--- config.mk ---
export PLATFORM = sky130hd
export DESIGN_NAME = spi_request_arbiter_flat
export DESIGN_NICKNAME = d
export VERILOG_FILES = /design/src/rtl/spi_request_arbiter_pkg.sv /design/src/rtl/spi_request_arbiter_if.sv /design/src/rtl/spi_request_arbiter_picker.sv /design/src/rtl/spi_request_arbiter.sv /design/src/flat_wrapper.sv
export SDC_FILE = /design/constraint.sdc
export NUM_CORES = 1
export LEC_CHECK = 0
export ABC_AREA = 1
export ABC_CLOCK_PERIOD_IN_PS = 3100
export CAP_MARGIN = 15
export CORE_MARGIN = 2
export CORE_UTILIZATION = 45
export CTS_CLUSTER_DIAMETER = 80
export DETAILED_ROUTE_END_ITERATION = 6
export PLACE_DENSITY = 0.91
export RECOVER_POWER = 100
export SETUP_SLACK_MARGIN = 0.15
export SYNTH_ARGS = -nofsm -noshare
export SYNTH_HDL_FRONTEND = slang
export SYNTH_SLANG_ARGS = --single-unit
--- constraint.sdc ---
create_clock -name i_clk -period 3.1 [get_ports i_clk]
set_clock_uncertainty 0.2 [all_clocks]
set_input_delay 0.62 -clock i_clk [delete_from_list [all_inputs] [get_ports i_clk]]
set_output_delay 0.62 -clock i_clk [all_outputs]
set_load 0.02 [all_outputs]
--- src/rtl/spi_request_arbiter_pkg.sv ---
// Shared types and defaults for the SPI request arbiter.
package spi_arb_pkg;

    // Arbiter FSM states.
    typedef enum logic [2:0] {
        IDLE   = 3'd0,
        SETUP  = 3'd1,
        LAUNCH = 3'd2,
        WAIT   = 3'd3,
        RESP   = 3'd4
    } state_t;

    localparam int DEF_N_REQ   = 4;
    localparam int DEF_TIMEOUT = 64;
    // Watchdog counter width for the default TIMEOUT (2^CW >= TIMEOUT).
    localparam int DEF_CW      = 7;

    // Width of a requester index; never zero, even for tiny N.
    function automatic int idx_width(input int n);
        return (n > 1) ? $clog2(n) : 1;
    endfunction

endpackage

--- src/rtl/spi_request_arbiter_if.sv ---
// Requester-side and SPI-master-side signals of the arbiter.
// The slave modport is the arbiter's view; master is the environment's.
interface spi_request_arbiter_if
    import spi_arb_pkg::*;
#(
    parameter int N_REQ = DEF_N_REQ
);
    logic [N_REQ-1:0]   req;
    logic [8*N_REQ-1:0] req_data;
    logic [N_REQ-1:0]   req_ckp;
    logic [N_REQ-1:0]   req_cph;
    logic [N_REQ-1:0]   gnt;
    logic [N_REQ-1:0]   rsp_valid;
    logic [7:0]         rsp_data;
    logic               rsp_err;
    logic [7:0]         m_data;
    logic               m_ckp;
    logic               m_cph;
    logic               m_start;
    logic               m_abort;
    logic               m_done;
    logic [7:0]         m_rx;

    modport slave (
        input  req, req_data, req_ckp, req_cph, m_done, m_rx,
        output gnt, rsp_valid, rsp_data, rsp_err,
        output m_data, m_ckp, m_cph, m_start, m_abort
    );

    modport master (
        output req, req_data, req_ckp, req_cph, m_done, m_rx,
        input  gnt, rsp_valid, rsp_data, rsp_err,
        input  m_data, m_ckp, m_cph, m_start, m_abort
    );
endinterface

--- src/rtl/spi_request_arbiter_picker.sv ---
// Combinational round-robin pick: first pending request at or above the
// pointer, wrapping modulo N_REQ.
module spi_rr_picker
    import spi_arb_pkg::*;
#(
    parameter  int N_REQ = DEF_N_REQ,
    localparam int IW    = idx_width(N_REQ)
) (
    input  logic [N_REQ-1:0] i_req,
    input  logic [IW-1:0]    i_ptr,
    output logic [N_REQ-1:0] o_onehot,
    output logic [IW-1:0]    o_idx,
    output logic             o_any
);

    // Scan upward from the pointer and keep the first hit.
    always_comb begin
        // NOTE: every output gets a default before the loop so no path leaves it unassigned (no latch).
        o_any = 1'b0;
        o_idx = '0;
        for (int k = 0; k < N_REQ; k++) begin
            logic [IW-1:0] w_pos;
            w_pos = IW'((int'(i_ptr) + k) % N_REQ);
            if (!o_any && i_req[w_pos]) begin
                o_any = 1'b1;
                o_idx = w_pos;
            end
        end
    end

    // Expand the winning index into a one-hot grant.
    always_comb begin
        o_onehot = '0;
        if (o_any) o_onehot[o_idx] = 1'b1;
    end

endmodule

--- src/rtl/spi_request_arbiter.sv ---
// Shares one byte-wide SPI master between N_REQ requesters: round-robin
// grant, one settle cycle for the new clock mode, launch, watchdog-guarded
// wait, and a one-cycle response back to the winner.
module spi_request_arbiter
    import spi_arb_pkg::*;
#(
    parameter int N_REQ   = DEF_N_REQ,
    parameter int TIMEOUT = DEF_TIMEOUT,
    parameter int CW      = DEF_CW
) (
    input  logic                  i_clk,
    input  logic                  i_reset,
    spi_request_arbiter_if.slave  io_bus
);

    localparam int            IW       = idx_width(N_REQ);
    localparam logic [CW-1:0] CNT_LAST = CW'(TIMEOUT - 1);

    state_t           r_state;
    state_t           w_next;
    logic [IW-1:0]    r_ptr;
    logic [N_REQ-1:0] r_gnt;
    logic [7:0]       r_m_data;
    logic             r_m_ckp;
    logic             r_m_cph;
    logic [CW-1:0]    r_cnt;
    logic [7:0]       r_rsp_data;
    logic             r_rsp_err;

    logic [N_REQ-1:0] w_pick_onehot;
    logic [IW-1:0]    w_pick_idx;
    logic             w_pick_any;
    logic [7:0]       w_sel_data;
    logic             w_expired;
    logic             w_start;
    logic             w_abort;
    logic [N_REQ-1:0] w_rsp_valid;

    spi_rr_picker #(.N_REQ(N_REQ)) u_picker (
        .i_req    (io_bus.req),
        .i_ptr    (r_ptr),
        .o_onehot (w_pick_onehot),
        .o_idx    (w_pick_idx),
        .o_any    (w_pick_any)
    );

    // Select the candidate winner's byte with a one-hot mux.
    always_comb begin
        w_sel_data = '0;
        for (int i = 0; i < N_REQ; i++) begin
            if (w_pick_onehot[i]) w_sel_data = io_bus.req_data[8*i +: 8];
        end
    end

    assign w_expired = (r_cnt == CNT_LAST);

    // State register with synchronous reset.
    always_ff @(posedge i_clk) begin
        // NOTE: sequential state uses non-blocking assignments so every flop samples pre-edge values.
        if (i_reset) r_state <= IDLE;
        else         r_state <= w_next;
    end

    // Next-state logic; M_DONE has priority over watchdog expiry.
    always_comb begin
        w_next = r_state;
        case (r_state)
            IDLE:    if (w_pick_any) w_next = SETUP;
            SETUP:   w_next = LAUNCH;
            LAUNCH:  w_next = WAIT;
            WAIT:    if (io_bus.m_done || w_expired) w_next = RESP;
            RESP:    w_next = IDLE;
            default: w_next = IDLE;
        endcase
    end

    // Per-state pulse outputs.
    always_comb begin
        w_start     = 1'b0;
        w_abort     = 1'b0;
        w_rsp_valid = '0;
        case (r_state)
            LAUNCH:  w_start     = 1'b1;
            WAIT:    w_abort     = w_expired && !io_bus.m_done;
            RESP:    w_rsp_valid = r_gnt;
            default: ;
        endcase
    end

    // Grant/datapath registers, pointer and watchdog counter.
    always_ff @(posedge i_clk) begin
        if (i_reset) begin
            r_ptr      <= '0;
            r_gnt      <= '0;
            r_m_data   <= '0;
            r_m_ckp    <= 1'b0;
            r_m_cph    <= 1'b0;
            r_cnt      <= '0;
            r_rsp_data <= '0;
            r_rsp_err  <= 1'b0;
        end else begin
            case (r_state)
                IDLE: begin
                    // Inputs are captured only here; later changes cannot disturb the transfer.
                    if (w_pick_any) begin
                        r_gnt    <= w_pick_onehot;
                        r_m_data <= w_sel_data;
                        r_m_ckp  <= |(io_bus.req_ckp & w_pick_onehot);
                        r_m_cph  <= |(io_bus.req_cph & w_pick_onehot);
                        r_ptr    <= (w_pick_idx == IW'(N_REQ - 1)) ? '0 : w_pick_idx + 1'b1;
                    end
                end
                LAUNCH: r_cnt <= '0;
                WAIT: begin
                    r_cnt <= r_cnt + 1'b1;
                    if (io_bus.m_done) begin
                        r_rsp_data <= io_bus.m_rx;
                        r_rsp_err  <= 1'b0;
                    end else if (w_expired) begin
                        r_rsp_data <= '0;
                        r_rsp_err  <= 1'b1;
                    end
                end
                RESP: begin
                    r_gnt     <= '0;
                    r_rsp_err <= 1'b0;
                end
                default: ;
            endcase
        end
    end

    assign io_bus.gnt       = r_gnt;
    assign io_bus.rsp_valid = w_rsp_valid;
    assign io_bus.rsp_data  = r_rsp_data;
    assign io_bus.rsp_err   = r_rsp_err;
    assign io_bus.m_data    = r_m_data;
    assign io_bus.m_ckp     = r_m_ckp;
    assign io_bus.m_cph     = r_m_cph;
    assign io_bus.m_start   = w_start;
    assign io_bus.m_abort   = w_abort;

endmodule

--- src/flat_wrapper.sv ---
// flat-port wrapper written by rule: the top's interface ports become plain ports
module spi_request_arbiter_flat import spi_arb_pkg::*;
#(
    parameter int N_REQ   = DEF_N_REQ,
    parameter int TIMEOUT = DEF_TIMEOUT,
    parameter int CW      = DEF_CW
)
  (i_clk, i_reset, io_bus_req, io_bus_req_data, io_bus_req_ckp, io_bus_req_cph, io_bus_m_done, io_bus_m_rx, io_bus_gnt, io_bus_rsp_valid, io_bus_rsp_data, io_bus_rsp_err, io_bus_m_data, io_bus_m_ckp, io_bus_m_cph, io_bus_m_start, io_bus_m_abort);
  spi_request_arbiter_if #(.N_REQ(N_REQ)) io_bus_i ();
  input  logic i_clk;
  input  logic i_reset;
  input wire logic [$bits(io_bus_i.req)-1:0] io_bus_req;
  input wire logic [$bits(io_bus_i.req_data)-1:0] io_bus_req_data;
  input wire logic [$bits(io_bus_i.req_ckp)-1:0] io_bus_req_ckp;
  input wire logic [$bits(io_bus_i.req_cph)-1:0] io_bus_req_cph;
  input wire logic [$bits(io_bus_i.m_done)-1:0] io_bus_m_done;
  input wire logic [$bits(io_bus_i.m_rx)-1:0] io_bus_m_rx;
  output wire logic [$bits(io_bus_i.gnt)-1:0] io_bus_gnt;
  output wire logic [$bits(io_bus_i.rsp_valid)-1:0] io_bus_rsp_valid;
  output wire logic [$bits(io_bus_i.rsp_data)-1:0] io_bus_rsp_data;
  output wire logic [$bits(io_bus_i.rsp_err)-1:0] io_bus_rsp_err;
  output wire logic [$bits(io_bus_i.m_data)-1:0] io_bus_m_data;
  output wire logic [$bits(io_bus_i.m_ckp)-1:0] io_bus_m_ckp;
  output wire logic [$bits(io_bus_i.m_cph)-1:0] io_bus_m_cph;
  output wire logic [$bits(io_bus_i.m_start)-1:0] io_bus_m_start;
  output wire logic [$bits(io_bus_i.m_abort)-1:0] io_bus_m_abort;
  assign io_bus_i.req = io_bus_req;
  assign io_bus_i.req_data = io_bus_req_data;
  assign io_bus_i.req_ckp = io_bus_req_ckp;
  assign io_bus_i.req_cph = io_bus_req_cph;
  assign io_bus_i.m_done = io_bus_m_done;
  assign io_bus_i.m_rx = io_bus_m_rx;
  assign io_bus_gnt = io_bus_i.gnt;
  assign io_bus_rsp_valid = io_bus_i.rsp_valid;
  assign io_bus_rsp_data = io_bus_i.rsp_data;
  assign io_bus_rsp_err = io_bus_i.rsp_err;
  assign io_bus_m_data = io_bus_i.m_data;
  assign io_bus_m_ckp = io_bus_i.m_ckp;
  assign io_bus_m_cph = io_bus_i.m_cph;
  assign io_bus_m_start = io_bus_i.m_start;
  assign io_bus_m_abort = io_bus_i.m_abort;
  spi_request_arbiter #(.N_REQ(N_REQ), .TIMEOUT(TIMEOUT), .CW(CW)) u_core (.i_clk(i_clk), .i_reset(i_reset), .io_bus(io_bus_i));
endmodule
==> flow_summary.json <==
{
  "status": "complete, no violations",
  "synth_xor_xnor_area_share_pct": 0.389,
  "chipHeight_um": 74.8,
  "drive_gt1_share_pct": 8.74,
  "clk_latency_ns": 0.29,
  "worst_slew_pin_slew_ns": 1.16,
  "n_antenna_cell": 0,
  "cts_made_buffers": 5,
  "dr.pass1.iters": 5,
  "max_freq_mhz": 353,
  "portBuffers": 83,
  "synth_compound_area_share_pct": 11.0,
  "ys_top_cells_by_area": "dfxtp_1 (31%), nand2_1 (13%), nand3_1 (9.8%)",
  "crit_path_start_kind": "primary input",
  "dp_hpwl_mm": 4.64,
  "cp_slowest_cell": "clkdlybuf4s50_1",
  "cts-root-buf": "clkbuf_8",
  "first_global_vias": 2409,
  "track_usage_pct": 22.7,
  "ys_seq_area_share_pct": 31.1,
  "dp.cells": 502,
  "utilization_pct": 69.0,
  "grt_antenna_before_repair": 0,
  "required_ns": 3.07,
  "synthMuxAreaShare_pct": 0,
  "hp-class": "reg -> reg",
  "vias": 2638,
  "ioPinCount": 84,
  "crit_arrival_ns": 2.81,
  "finalSetupViolCount": 0,
  "cp-end-kind": "register",
  "cpPeakStageDelay_ns": 0.47,
  "setup_tns_ns": 0,
  "wl_per_cell_um": 12.9,
  "maxSlewHeadroom_pct": 21.6,
  "wl_mm": 6.60,
  "fillerInstances": 403,
  "rows": 25,
  "fin_cells": 513,
  "start_util_pct": 47.1,
  "vias_per_cell": 5.14,
  "synth_top_family_by_area": "simple AND/OR/NAND/NOR gates",
  "ys_types": 34,
  "syn2layout_area_growth_pct": 46.6,
  "drcViolationCount": 0,
  "syn_inst": 357,
  "path_cells": "clkdlybuf4s50_1 > inv_1 > o21ai_1 > o21ai_2 > buf_4 > nand3_4 > nand2_1 > a21oi_1 > clkbuf_1 > ha_1 > buf_4 > nand4_1 > nand3_1 > a21oi_1",
  "htree_levels": 2,
  "max-vdd-ir-drop_mv": 0.476,
  "drtIter0Drc": 216,
  "tritoncts": "yes",
  "synth_area_leader_cell": "dfxtp_1",
  "fin_nets": 505,
  "grt_max_degree": 38,
  "finalInstanceArea_sq_mm": 0.00330,
  "path_max_fanout": 9,
  "netlist.area_leader.share_pct": 31.1,
  "period_needed_ns": 2.83,
  "gp_congestion": 0.875,
  "worstSetupPathType": "in -> reg",
  "synth_nets": 417,
  "die_x_um": 74.8,
  "p_leak_uw": 0.00157,
  "ys_warn_count": 0,
  "timing.final.crit_share_pct": 91.3,
  "clkSinkCount": 35,
  "netlist_area_sq_mm": 0.00225,
  "gr-total-overflow": 0,
  "dp_slack_ns": -0.0236,
  "powerDensity_mw_per_mm2": 932,
  "synthAdderAreaFrac_pct": 2.78,
  "grt_pass1_wl_mm": 9.96,
  "ys_seq_elements": 35,
  "slew_violations": 0,
  "clk_path_buf_depth": 2,
  "dpl_cell_area_sq_mm": 0.00314,
  "core_area_sq_mm": 0.00479,
  "rsz0062_at_grt": "yes",
  "die_area_sq_mm": 0.00559,
  "synthSimpleGateAreaFrac_pct": 40.6,
  "antenna_left": 0,
  "drv_cap": 0,
  "worst_slack_ns": 0.269,
  "clkTransAtPathRegs_ns": 0.08,
  "cts_hold_buf": 0,
  "avgSynthCellArea_sq_um": 6.31,
  "hold_viol_final": 0
}
[state kept, by name (all words and copies together) (netlist names)]
register,cells
u_core.io_bus.m_data,8
u_core.r_ptr,2
u_core.io_bus.gnt,4
u_core.r_state,3
u_core.io_bus.rsp_data,8
u_core.io_bus.rsp_err,1
u_core.io_bus.m_cph,1
u_core.io_bus.m_ckp,1
u_core.r_cnt,7
[Yosys cell counts, drive strengths merged]
cell / count
a31oi: 1
xor2: 1
ha: 5
dfxtp: 35
nor3: 2
nand4: 11
clkbuf: 4
inv: 57
nor2: 53
o21ai: 10
o211ai: 1
nand2: 85
a211oi: 1
a22oi: 1
o31ai: 1
a221oi: 2
a21oi: 28
nand3b: 1
and2: 1
nand3: 46
buf: 11
[report_power, final]
part           leakage [uW]  switching [uW]  total, uW  internal (uW)
sequential         0.000286            76.8        622            545
clock             0.0000581             176        416            239
combinational       0.00123            1250       2040            796
total               0.00157            1500       3080           1580
[cells by family (layout without fill, tap and decap cells)]
| group | count (synthesis) | count (layout) |
|---|---|---|
| AND/OR/NAND/NOR | 199 | 199 |
| buffers and inverters | 72 | 161 |
| AO/OA/AOI/OAI | 45 | 45 |
| flip-flops | 35 | 35 |
| adder cells (fa/ha/maj) | 5 | 5 |
| XOR/XNOR | 1 | 1 |
[worst max-delay path, delay by kind of cell]
| kind | cells | cell delay [ns] |
|---|---|---|
| adder cells (fa/ha/maj) | 1 | 0.25 |
| AO/OA/AOI/OAI | 4 | 0.52 |
| AND/OR/NAND/NOR | 4 | 0.33 |
| buffers and inverters | 5 | 1.07 |
[cell usage in the layout, fill, tap and decap left out, drive strengths merged, types with 2 or more instances in the layout]
master / Yosys / routed
buf: 11 / 11
a221oi: 2 / 2
ha: 5 / 5
dfxtp: 35 / 35
clkbuf: 4 / 7
clkinv: 0 / 2
nand2: 85 / 85
nand3: 46 / 46
nor2: 53 / 53
nand4: 11 / 11
a21oi: 28 / 28
clkdlybuf4s50: 0 / 52
o21ai: 10 / 10
nor3: 2 / 2
inv: 57 / 57
dlygate4sd3: 0 / 29
[per-stage QoR]
step           power [uW]  hold slack [ns]
2_1_floorplan        2030            0.222
5_1_grt              3300            0.281
3_3_place_gp         2470            0.237
4_1_cts              2970            0.261
6_report             3080            0.262
3_5_place_dp         2530            0.249
[per-layer routing]
metal	global-route usage, %	part of all wire [%]
met5	0	0
met4	9.52	1.7
met3	5.89	8.4
met2	39.5	49
met1	26.5	41
[final timing paths]
check / from / to / slack (ns) / cells after the start
worst max-delay path: io_bus_req[0] / u_core.io_bus.m_data[3] / 0.27 / 14
worst min-delay path: u_core.io_bus.rsp_data[3] / u_core.io_bus.rsp_data[3] / 0.26 / 2
worst max register to register: u_core.r_ptr[0] / u_core.io_bus.m_data[1] / 0.49 / 16
worst min register to register: u_core.io_bus.rsp_data[3] / u_core.io_bus.rsp_data[3] / 0.26 / 2
[repair_timing]
action                     in CTS  in global routing
setup endpoints to repair       1                  9
gates resized for setup         1                 13
buffers inserted                0                  3
pin swaps                       0                  5
[area by class of cell]
| class | count | area [sq um] | share of cell area (%) |
|---|---|---|---|
| Multi-Input combinational cell | 250 | 1260 | 38.2 |
| Timing Repair Buffer | 96 | 930 | 28.1 |
| Sequential cell | 35 | 702 | 21.2 |
| Inverter | 57 | 214 | 6.48 |
| Tap cell | 67 | 83.8 | 2.54 |
| Clock buffer | 5 | 68.8 | 2.08 |
| Clock inverter | 3 | 43.8 | 1.33 |
Note: power is estimated with default switching activity, not from simulation.
